===== config.mk =====
export PLATFORM = sky130hd
export DESIGN_NAME = video_timing_gen
export DESIGN_NICKNAME = d
export VERILOG_FILES = /design/src/rtl/video_timing_gen.sv
export SDC_FILE = /design/constraint.sdc
export NUM_CORES = 1
export LEC_CHECK = 0
export CORE_MARGIN = 3
export CORE_UTILIZATION = 41
export CTS_BUF_LIST = sky130_fd_sc_hd__clkbuf_8
export CTS_CLUSTER_SIZE = 20
export DETAILED_ROUTE_END_ITERATION = 7
export PLACE_DENSITY = 0.75
export SLEW_MARGIN = 40
export SYNTH_ARGS = -nofsm -noshare
export SYNTH_HDL_FRONTEND = slang
export SYNTH_SLANG_ARGS = --single-unit
export TNS_END_PERCENT = 20

===== constraint.sdc =====
create_clock -name clk_vid -period 4.53 [get_ports clk_vid]
set_clock_uncertainty 0.1 [all_clocks]
set_input_delay 0.6795 -clock clk_vid [delete_from_list [all_inputs] [get_ports clk_vid]]
set_output_delay 0.6795 -clock clk_vid [all_outputs]
set_load 0.01 [all_outputs]

===== src/rtl/video_timing_gen.sv =====
// -----------------------------------------------------------------------------
// video_timing_gen
//
// Purpose:
//   Programmable raster timing generator for the video path. A horizontal and
//   a vertical counter advance on the pixel clock enable and are decoded into
//   sync, blanking, data-enable and line/frame start pulses for the downstream
//   mixer and pixel sources. Because the counters only move on ce_pix_i, one
//   clk_vid can serve several dot rates.
//
// Optional feature:
//   VIDEO_TIMING_INTERLACE_EN - when defined, interlace_req_i is sampled at
//   every frame wrap. While interlaced, field_o alternates every frame, and
//   odd fields carry one extra blank line at vcount = V_TOTAL. When undefined,
//   field_o and interlaced_o stay 0 and interlace_req_i is ignored.
//
// Ports:
//   clk_vid          in   pixel-domain clock
//   reset            in   synchronous, active-high reset
//   ce_pix_i         in   pixel clock enable; nothing advances while it is 0
//   interlace_req_i  in   interlace request, sampled at frame wrap
//   hcount_o         out  current pixel column (HW bits)
//   vcount_o         out  current line (VW bits)
//   hs_o / vs_o      out  horizontal / vertical sync, active-high
//   hb_o / vb_o      out  horizontal / vertical blank
//   de_o             out  data enable (~hb & ~vb)
//   line_start_o     out  one-cycle pulse when hcount enters 0
//   frame_start_o    out  one-cycle pulse when (hcount,vcount) enters (0,0)
//   field_o          out  0 = even field, 1 = odd field
//   interlaced_o     out  1 while interlace mode is active
//
// Every output is a register loaded from the next-state counters, so it
// reflects the counter value loaded on the same edge that sampled ce_pix_i.
// -----------------------------------------------------------------------------
module video_timing_gen #(
  parameter int H_ACTIVE = 320,
  parameter int H_FP     = 8,
  parameter int H_SYNC   = 32,
  parameter int H_BP     = 40,
  parameter int V_ACTIVE = 240,
  parameter int V_FP     = 4,
  parameter int V_SYNC   = 3,
  parameter int V_BP     = 15,
  parameter int HW       = 10,
  parameter int VW       = 9
) (
  input  logic          clk_vid,
  input  logic          reset,
  input  logic          ce_pix_i,
  input  logic          interlace_req_i,
  output logic [HW-1:0] hcount_o,
  output logic [VW-1:0] vcount_o,
  output logic          hs_o,
  output logic          vs_o,
  output logic          hb_o,
  output logic          vb_o,
  output logic          de_o,
  output logic          line_start_o,
  output logic          frame_start_o,
  output logic          field_o,
  output logic          interlaced_o
);

  localparam int H_TOTAL = H_ACTIVE + H_FP + H_SYNC + H_BP;
  localparam int V_TOTAL = V_ACTIVE + V_FP + V_SYNC + V_BP;

  localparam logic [HW-1:0] H_LAST      = HW'(H_TOTAL - 1);
  localparam logic [VW-1:0] V_LAST_EVEN = VW'(V_TOTAL - 1);

  // Decode thresholds carry one extra bit so that an end-of-range value equal
  // to 2^HW (or 2^VW) does not alias to 0 and break the compare.
  localparam logic [HW:0] HB_START = (HW+1)'(H_ACTIVE);
  localparam logic [HW:0] HS_START = (HW+1)'(H_ACTIVE + H_FP);
  localparam logic [HW:0] HS_END   = (HW+1)'(H_ACTIVE + H_FP + H_SYNC);
  localparam logic [VW:0] VB_START = (VW+1)'(V_ACTIVE);
  localparam logic [VW:0] VS_START = (VW+1)'(V_ACTIVE + V_FP);
  localparam logic [VW:0] VS_END   = (VW+1)'(V_ACTIVE + V_FP + V_SYNC);

`ifdef VIDEO_TIMING_INTERLACE_EN
  // Odd interlaced fields run one extra (blank) line.
  localparam logic [VW-1:0] V_LAST_ODD = VW'(V_TOTAL);
`endif

  logic [HW-1:0] hcount_q, hcount_d;
  logic [VW-1:0] vcount_q, vcount_d;
  logic          hs_q, hs_d;
  logic          vs_q, vs_d;
  logic          hb_q, hb_d;
  logic          vb_q, vb_d;
  logic          de_q, de_d;
  logic          line_start_q, line_start_d;
  logic          frame_start_q, frame_start_d;
  logic          field_q, field_d;
  logic          interlaced_q, interlaced_d;

  logic [VW-1:0] last_line;
  logic          h_wrap;
  logic          v_wrap;

`ifndef VIDEO_TIMING_INTERLACE_EN
  // Port kept for a uniform interface; it has no effect in this build.
  logic unused_interlace_req;
  assign unused_interlace_req = interlace_req_i;
`endif

  always_comb begin
`ifdef VIDEO_TIMING_INTERLACE_EN
    last_line = (interlaced_q && field_q) ? V_LAST_ODD : V_LAST_EVEN;
`else
    last_line = V_LAST_EVEN;
`endif
    h_wrap = (hcount_q == H_LAST);
    v_wrap = (vcount_q == last_line);

    hcount_d      = hcount_q;
    vcount_d      = vcount_q;
    field_d       = field_q;
    interlaced_d  = interlaced_q;
    line_start_d  = 1'b0;
    frame_start_d = 1'b0;

    if (ce_pix_i) begin
      if (h_wrap) begin
        hcount_d     = '0;
        line_start_d = 1'b1;
        if (v_wrap) begin
          vcount_d      = '0;
          frame_start_d = 1'b1;
`ifdef VIDEO_TIMING_INTERLACE_EN
          // The mode is only allowed to change on a frame boundary; field
          // toggles under interlace and is parked at even otherwise.
          interlaced_d = interlace_req_i;
          field_d      = interlace_req_i & ~field_q;
`endif
        end else begin
          vcount_d = vcount_q + 1'b1;
        end
      end else begin
        hcount_d = hcount_q + 1'b1;
      end
    end

    // Levels decode the next-state counters so they line up with the
    // registered counter outputs. vs only follows vcount, which itself only
    // moves when hcount wraps to 0.
    hb_d = ({1'b0, hcount_d} >= HB_START);
    hs_d = ({1'b0, hcount_d} >= HS_START) && ({1'b0, hcount_d} < HS_END);
    vb_d = ({1'b0, vcount_d} >= VB_START);
    vs_d = ({1'b0, vcount_d} >= VS_START) && ({1'b0, vcount_d} < VS_END);
    de_d = ~hb_d & ~vb_d;
  end

  always_ff @(posedge clk_vid) begin
    if (reset) begin
      hcount_q      <= H_LAST;
      vcount_q      <= V_LAST_EVEN;
      hs_q          <= 1'b0;
      vs_q          <= 1'b0;
      hb_q          <= 1'b1;
      vb_q          <= 1'b1;
      de_q          <= 1'b0;
      line_start_q  <= 1'b0;
      frame_start_q <= 1'b0;
      field_q       <= 1'b0;
      interlaced_q  <= 1'b0;
    end else begin
      hcount_q      <= hcount_d;
      vcount_q      <= vcount_d;
      hs_q          <= hs_d;
      vs_q          <= vs_d;
      hb_q          <= hb_d;
      vb_q          <= vb_d;
      de_q          <= de_d;
      line_start_q  <= line_start_d;
      frame_start_q <= frame_start_d;
      field_q       <= field_d;
      interlaced_q  <= interlaced_d;
    end
  end

  assign hcount_o      = hcount_q;
  assign vcount_o      = vcount_q;
  assign hs_o          = hs_q;
  assign vs_o          = vs_q;
  assign hb_o          = hb_q;
  assign vb_o          = vb_q;
  assign de_o          = de_q;
  assign line_start_o  = line_start_q;
  assign frame_start_o = frame_start_q;
  assign field_o       = field_q;
  assign interlaced_o  = interlaced_q;

endmodule


==> results.json, run 1 <==
{
  "hold_class": "reg -> reg",
  "min_period_over_period": 0.6233,
  "synth_xor_area_frac": 0.04294,
  "cts_tree": "built",
  "netlist_area_sq_um": 1428,
  "post-route-min-period_ps": 2824,
  "viasPerCell": 5.724,
  "hold_buffers": 0,
  "row_count": 20,
  "wl_per_cell_um": 14.36,
  "pin_count": 32,
  "gp_congestion": 0.8582,
  "drtIter0Drc": 70,
  "worstMarginPinSlew_ps": 781.2,
  "die_height_um": 65.01,
  "cp-start-kind": "primary input",
  "max-cap-violations": 0,
  "ys_warn_count": 0,
  "setup_viol": 0,
  "worstSkewPairLatency_ps": 270,
  "leakage_uw": 0.0006192,
  "critPathMaxStageDelay_ps": 580,
  "post-cts-setup-buffers": 0,
  "grt_max_degree": 21,
  "hold_depth": 2,
  "synth_top_flop_cell": "dfxtp_1",
  "crit_buf_inv": 1,
  "firstDrtPassIters": 4,
  "crit_path_end_kind": "flop",
  "cp_num_cells": 6,
  "areaGrowthSynthToFinish_pct": 21.91,
  "worstSetupPathType": "in -> reg",
  "ant_nets": 0,
  "synth_mux_area_frac": 0,
  "coreArea_sq_um": 3178,
  "cts_sinks": 26,
  "cp_slowest_cell": "clkdlybuf4s50_1",
  "synth-simple-area-share": 0.3067,
  "crit_arrival_ps": 2940,
  "grt_util_met1": 0.2155,
  "ctsResizeCount": 0,
  "crit_fanout": 12,
  "tns_ps": 0,
  "start_util": 0.4492,
  "max_clock_freq_mhz": 354.1,
  "dp_hpwl_um": 2329,
  "synth_fa_ha_area_frac": 0.02629,
  "synth-edff-count": 0,
  "io_buffers": 28,
  "die_x_um": 65.01,
  "grt.total_usage": 0.1659,
  "clockBufferDepth": 2,
  "finalWirelength_um": 3332,
  "vias": 1328,
  "final_core_util": 0.5476,
  "synth_seq_cells": 26,
  "syn_inst": 167,
  "power_density_nw_per_um2": 342.4,
  "avgSynthCellArea_sq_um": 8.549,
  "antennaDiodeCount": 0,
  "critical_path.top_delay_family": "simple AND/OR/NAND/NOR gates",
  "cp_cell_sequence": "clkdlybuf4s50_1 > nand4_1 > or3_4 > or3_4 > a221oi_2 > or2_1",
  "use_met3": 0.02600,
  "cts_buffers": 3,
  "top_usage_layer": "met2",
  "drive_above_1_share": 0.06915,
  "async_reset_ff_frac": 0,
  "hold_viol_final": 0,
  "nets": 196,
  "relSlewSlack": 0.4775,
  "gr-total-overflow": 0,
  "worstRegToRegCells": 6,
  "status": "finished, final reports clean",
  "drc": 0,
  "die_area_sq_um": 4226,
  "antenna_found_initial": 0,
  "gr-usage-met2": 0.2810,
  "yosysSeqAreaShare": 0.3646,
  "worstPathRequired_ps": 4650,
  "peakVddDrop_mv": 0.1710,
  "grt_pass1_wl_um": 5664,
  "clk_pin_slew_ps": 90,
  "cp_common_cell": "or3_4",
  "synth-compound-area-share": 0.1814,
  "htree_levels": 1,
  "final-max-slew-violation-count": 0,
  "root_buffer": "clkbuf_8",
  "synth_top_family_by_area": "simple AND/OR/NAND/NOR gates",
  "rsz0062_at_grt": "no",
  "grt_pass1_vias": 1256,
  "ys_types": 51,
  "fill_cells": 307
}
[cell usage in the layout (no fill, tap or decap), drive strengths merged, types with 5 or more instances in the layout]
master | netlist | final
clkdlybuf4s50 | 0 | 28
dfxtp | 26 | 26
nor2 | 15 | 15
nand2 | 10 | 10
a21oi | 10 | 10
o21ai | 9 | 9
inv | 7 | 7
nand3 | 6 | 6
nor3 | 6 | 6
xnor2 | 5 | 5
[cell usage after synthesis, drive strengths merged, types with 2 or more instances]
cell,instances,area (sq um)
and3,2,13.77
buf,8,65.05
nand4,4,25.02
nand2,10,37.54
nand3b,3,22.52
a21o,2,15.01
xnor2,5,43.79
nor4,4,25.02
o21ai,9,48.80
and4,3,26.28
nand2b,4,25.02
a221oi,3,32.53
inv,7,26.28
nor3,6,35.03
clkbuf,4,16.26
a21oi,10,50.05
a211o,3,26.28
ha,3,37.54
nand3,6,30.03
nor2,15,56.30
or3,4,35.03
or2,2,12.51
dfxtp,26,520.5
nor4b,4,35.03
and2,3,18.77
xor2,2,17.52
[cells by family after synthesis]
kind of cell    after synthesis
flops                        26
compound gates               37
fa+ha+maj                     3
other cells                   1
buf+inv                      19
simple gates                 74
xor+xnor                      7
[registers in the layout (all words and copies together) (netlist names)]
name,flops
line_start_o,1
vs_o,1
vb_o,1
frame_start_o,1
vcount_o,9
hs_o,1
hcount_o,10
de_o,1
hb_o,1
[stage by stage]
step | worst slack, ps | power [uW] | instances | instance area, sq um | hold WS [ps]
floorplan | 2243 | 391.7 | 168 | 1431 | 411.6
global placement | 1491 | 443.7 | 228 | 1685 | 410.7
detailed placement | 1455 | 448.4 | 228 | 1685 | 415.0
CTS | 1720 | 597.4 | 232 | 1740 | 428.4
global route | 1613 | 629.7 | 232 | 1740 | 474.1
finish | 1706 | 596.0 | 232 | 1740 | 424.7
[power by group]
part / switching (uW) / internal, uW / total, uW
logic: 88.5 / 83.8 / 172
registers: 26.1 / 248 / 274
clock network: 72.0 / 77.7 / 150
[metal layers]
layer / vias up / share of wire
met5: - / 0
met4: 0 / 0.0081
met3: 4 / 0.044
met2: 29 / 0.49
met1: 641 / 0.46
li1: 654 / -
[path summary, 6_finish.rpt]
kind | start | endpoint | slack [ps]
worst max-delay path | ce_pix_i | vb_o$_SDFF_PP1_ | 1710
worst min-delay path | vcount_o[7]$_SDFF_PP0_ | vcount_o[7]$_SDFF_PP0_ | 420
worst min register to register | vcount_o[7]$_SDFF_PP0_ | vcount_o[7]$_SDFF_PP0_ | 420
worst max register to register | hcount_o[0]$_SDFF_PP1_ | vb_o$_SDFF_PP1_ | 2030
[layout make-up]
class                           instances  area [sq um]  area share
Clock buffer                            4         55.05     0.03163
Inverter                                7         26.28     0.01510
Multi-Input combinational cell        123         803.3      0.4615
Sequential cell                        26         520.5      0.2991
Tap cell                               44         55.05     0.03163
Timing Repair Buffer                   28         280.3      0.1610
[worst register-to-register path, delay by kind of cell, from the launching register on]
| kind | cells | cell delay, ps |
|---|---|---|
| AND/OR/NAND/NOR | 4 | 1350 |
| adder cells (fa/ha/maj) | 1 | 250 |
| AO/OA/AOI/OAI | 1 | 320 |
| flip-flops | 1 | 430 |
(Power assumes the default switching activity.)
==> run 2, diff against run 1 <==
--- a/config.mk
+++ b/config.mk
@@ -10,7 +10,7 @@
 export CTS_BUF_LIST = sky130_fd_sc_hd__clkbuf_8
 export CTS_CLUSTER_SIZE = 20
 export DETAILED_ROUTE_END_ITERATION = 7
-export PLACE_DENSITY = 0.75
+export PLACE_DENSITY = 0.78
 export SLEW_MARGIN = 40
 export SYNTH_ARGS = -nofsm -noshare
 export SYNTH_HDL_FRONTEND = slang
==> constraint.sdc (replaced) <==
create_clock -name clk_vid -period 2.5 [get_ports clk_vid]
set_clock_uncertainty 0.1 [all_clocks]
set_input_delay 0.375 -clock clk_vid [delete_from_list [all_inputs] [get_ports clk_vid]]
set_output_delay 0.375 -clock clk_vid [all_outputs]
set_load 0.01 [all_outputs]
==> run 2 against run 1 <==
Sequential cell count is the same; sequential power is 76% higher; combinational power up 120%; cell area grew 6.0%; largest cell class unchanged; sequential share of layout area decreased by 1.7 points; worst setup slack got worse by 1500 ps; global-route usage up 0.32 points; hold slack better by 7.1 ps; largest power group unchanged; routed wire length rose by 3.0%; first-iteration DRC count rose by 1.4%; critical path type is now reg -> reg; register-to-register slack worse by 1800 ps; power increased by 88%.
==> results.json, run 2 (synthesis gave the netlist of run 1 again) <==
{
  "crit_fanout": 6,
  "crit_buf_inv": 0,
  "gp_congestion": 0.9016,
  "cts_tree": "built",
  "grt_pass1_wl_um": 5844,
  "drtIter0Drc": 71,
  "start_util": 0.4492,
  "grt_util_met1": 0.2195,
  "grt_max_degree": 15,
  "use_met3": 0.03120,
  "io_buffers": 28,
  "fill_cells": 288,
  "firstDrtPassIters": 4,
  "worstPathRequired_ps": 2550,
  "multi_input_area_sq_um": 803.3,
  "gr-usage-met2": 0.2912,
  "cp_common_cell": "or3_4",
  "largest_reg_flops": 10,
  "drive_above_1_share": 0.1337,
  "setup_ws_ps": 200.4,
  "final-max-slew-violation-count": 0,
  "critPathMaxStageDelay_ps": 450,
  "power_uw": 1120,
  "post-cts-setup-buffers": 0,
  "die_area_sq_um": 4226,
  "viasPerCell": 5.626,
  "cp-start-kind": "flop",
  "drc": 0,
  "peakVddDrop_mv": 0.2603,
  "worstSkewPairLatency_ps": 260,
  "power_density_nw_per_um2": 607.1,
  "gr-total-overflow": 0,
  "cp_cell_sequence": "ha_1 > nand4_1 > or3_4 > or3_4 > a221oi_2 > nor4_1",
  "min_period_over_period": 0.9198,
  "nets": 210,
  "grt.total_usage": 0.1691,
  "row_count": 20,
  "hold_buffers": 0,
  "clk_pin_slew_ps": 90,
  "crit_arrival_ps": 2350,
  "htree_levels": 1,
  "root_buffer": "clkbuf_8",
  "ant_nets": 0,
  "antenna_found_initial": 0,
  "pin_count": 32,
  "cp_slowest_cell": "or3_4",
  "die_x_um": 65.01,
  "ctsResizeCount": 0,
  "tns_ps": 0,
  "grt_pass1_vias": 1265,
  "worstSetupPathType": "reg -> reg",
  "hold_viol_final": 0,
  "cts_buffers": 3,
  "max_clock_freq_mhz": 434.9,
  "final_common_cell": "clkdlybuf4s50_1",
  "status": "finished, final reports clean",
  "coreArea_sq_um": 3178,
  "vias": 1384,
  "clockBufferDepth": 2,
  "crit_path_end_kind": "flop",
  "post-route-min-period_ps": 2300,
  "post-place-ws_ps": 33.54,
  "regArea_sq_um": 520.5,
  "finalWirelength_um": 3431,
  "max-cap-violations": 0,
  "critical_path.top_delay_family": "simple AND/OR/NAND/NOR gates",
  "rsz0062_at_grt": "no",
  "cts_sinks": 26,
  "areaGrowthSynthToFinish_pct": 29.27,
  "wl_per_cell_um": 13.95,
  "antennaDiodeCount": 0,
  "die_height_um": 65.01,
  "leakage_uw": 0.0006861,
  "top_usage_layer": "met2",
  "dp_hpwl_um": 2567,
  "setup_viol": 0,
  "hold_class": "reg -> reg",
  "layout_common_cells": "clkdlybuf4s50_1 (28), dfxtp_1 (26), nor2_1 (15), buf_4 (14)"
}
-- run 2: changes by cell type in the layout (fill, tap and decap cells not counted) --
cell	change
buf_4	+14
-- run 2: area by class of cell --
type | count | area share
Multi-Input combinational cell | 123 | 0.4353
Sequential cell | 26 | 0.2820
Timing Repair Buffer | 42 | 0.2088
Tap cell | 44 | 0.02983
Inverter | 7 | 0.01424
Clock buffer | 4 | 0.02983
-- run 2: final timing paths --
kind              slack [ps]  cells past startpoint                   start                endpoint
setup reg to reg         200                      6  hcount_o[0]$_SDFF_PP1_         de_o$_SDFF_PP0_
hold / removal           430                      2  vcount_o[7]$_SDFF_PP0_  vcount_o[7]$_SDFF_PP0_
hold reg to reg          430                      2  vcount_o[7]$_SDFF_PP0_  vcount_o[7]$_SDFF_PP0_
setup / recovery         200                      6  hcount_o[0]$_SDFF_PP1_         de_o$_SDFF_PP0_
-- run 2: routing by layer --
metal	wire length [um]	part of all wire
met1	1488	0.43
met2	1651	0.48
met3	251	0.073
met4	40	0.012
met5	0	0
-- run 2: metrics by stage --
| stage | cell area (sq um) | std cells | hold slack, ps | util |
|---|---|---|---|---|
| final | 1846 | 246 | 431.8 | 0.5807 |
| after global routing | 1846 | 246 | 458.0 | 0.5807 |
| after CTS | 1846 | 246 | 425.1 | 0.5807 |
| after detailed placement | 1790 | 242 | 411.8 | 0.5634 |
| after global placement | 1790 | 242 | 417.1 | 0.5634 |
| after floorplan | 1431 | 168 | 411.6 | - |
-- run 2: worst register-to-register path, delay by kind of cell, from the launching register on --
family | cells | cell delay, ps
simple gates | 4 | 1080
flops | 1 | 420
compound gates | 1 | 320
fa+ha+maj | 1 | 250
-- run 2: power by group --
part,switching [uW],leakage [uW],internal [uW]
Combinational,182,0.000445,193
Sequential,33.4,0.000212,449
Clock,123,0.0000288,140
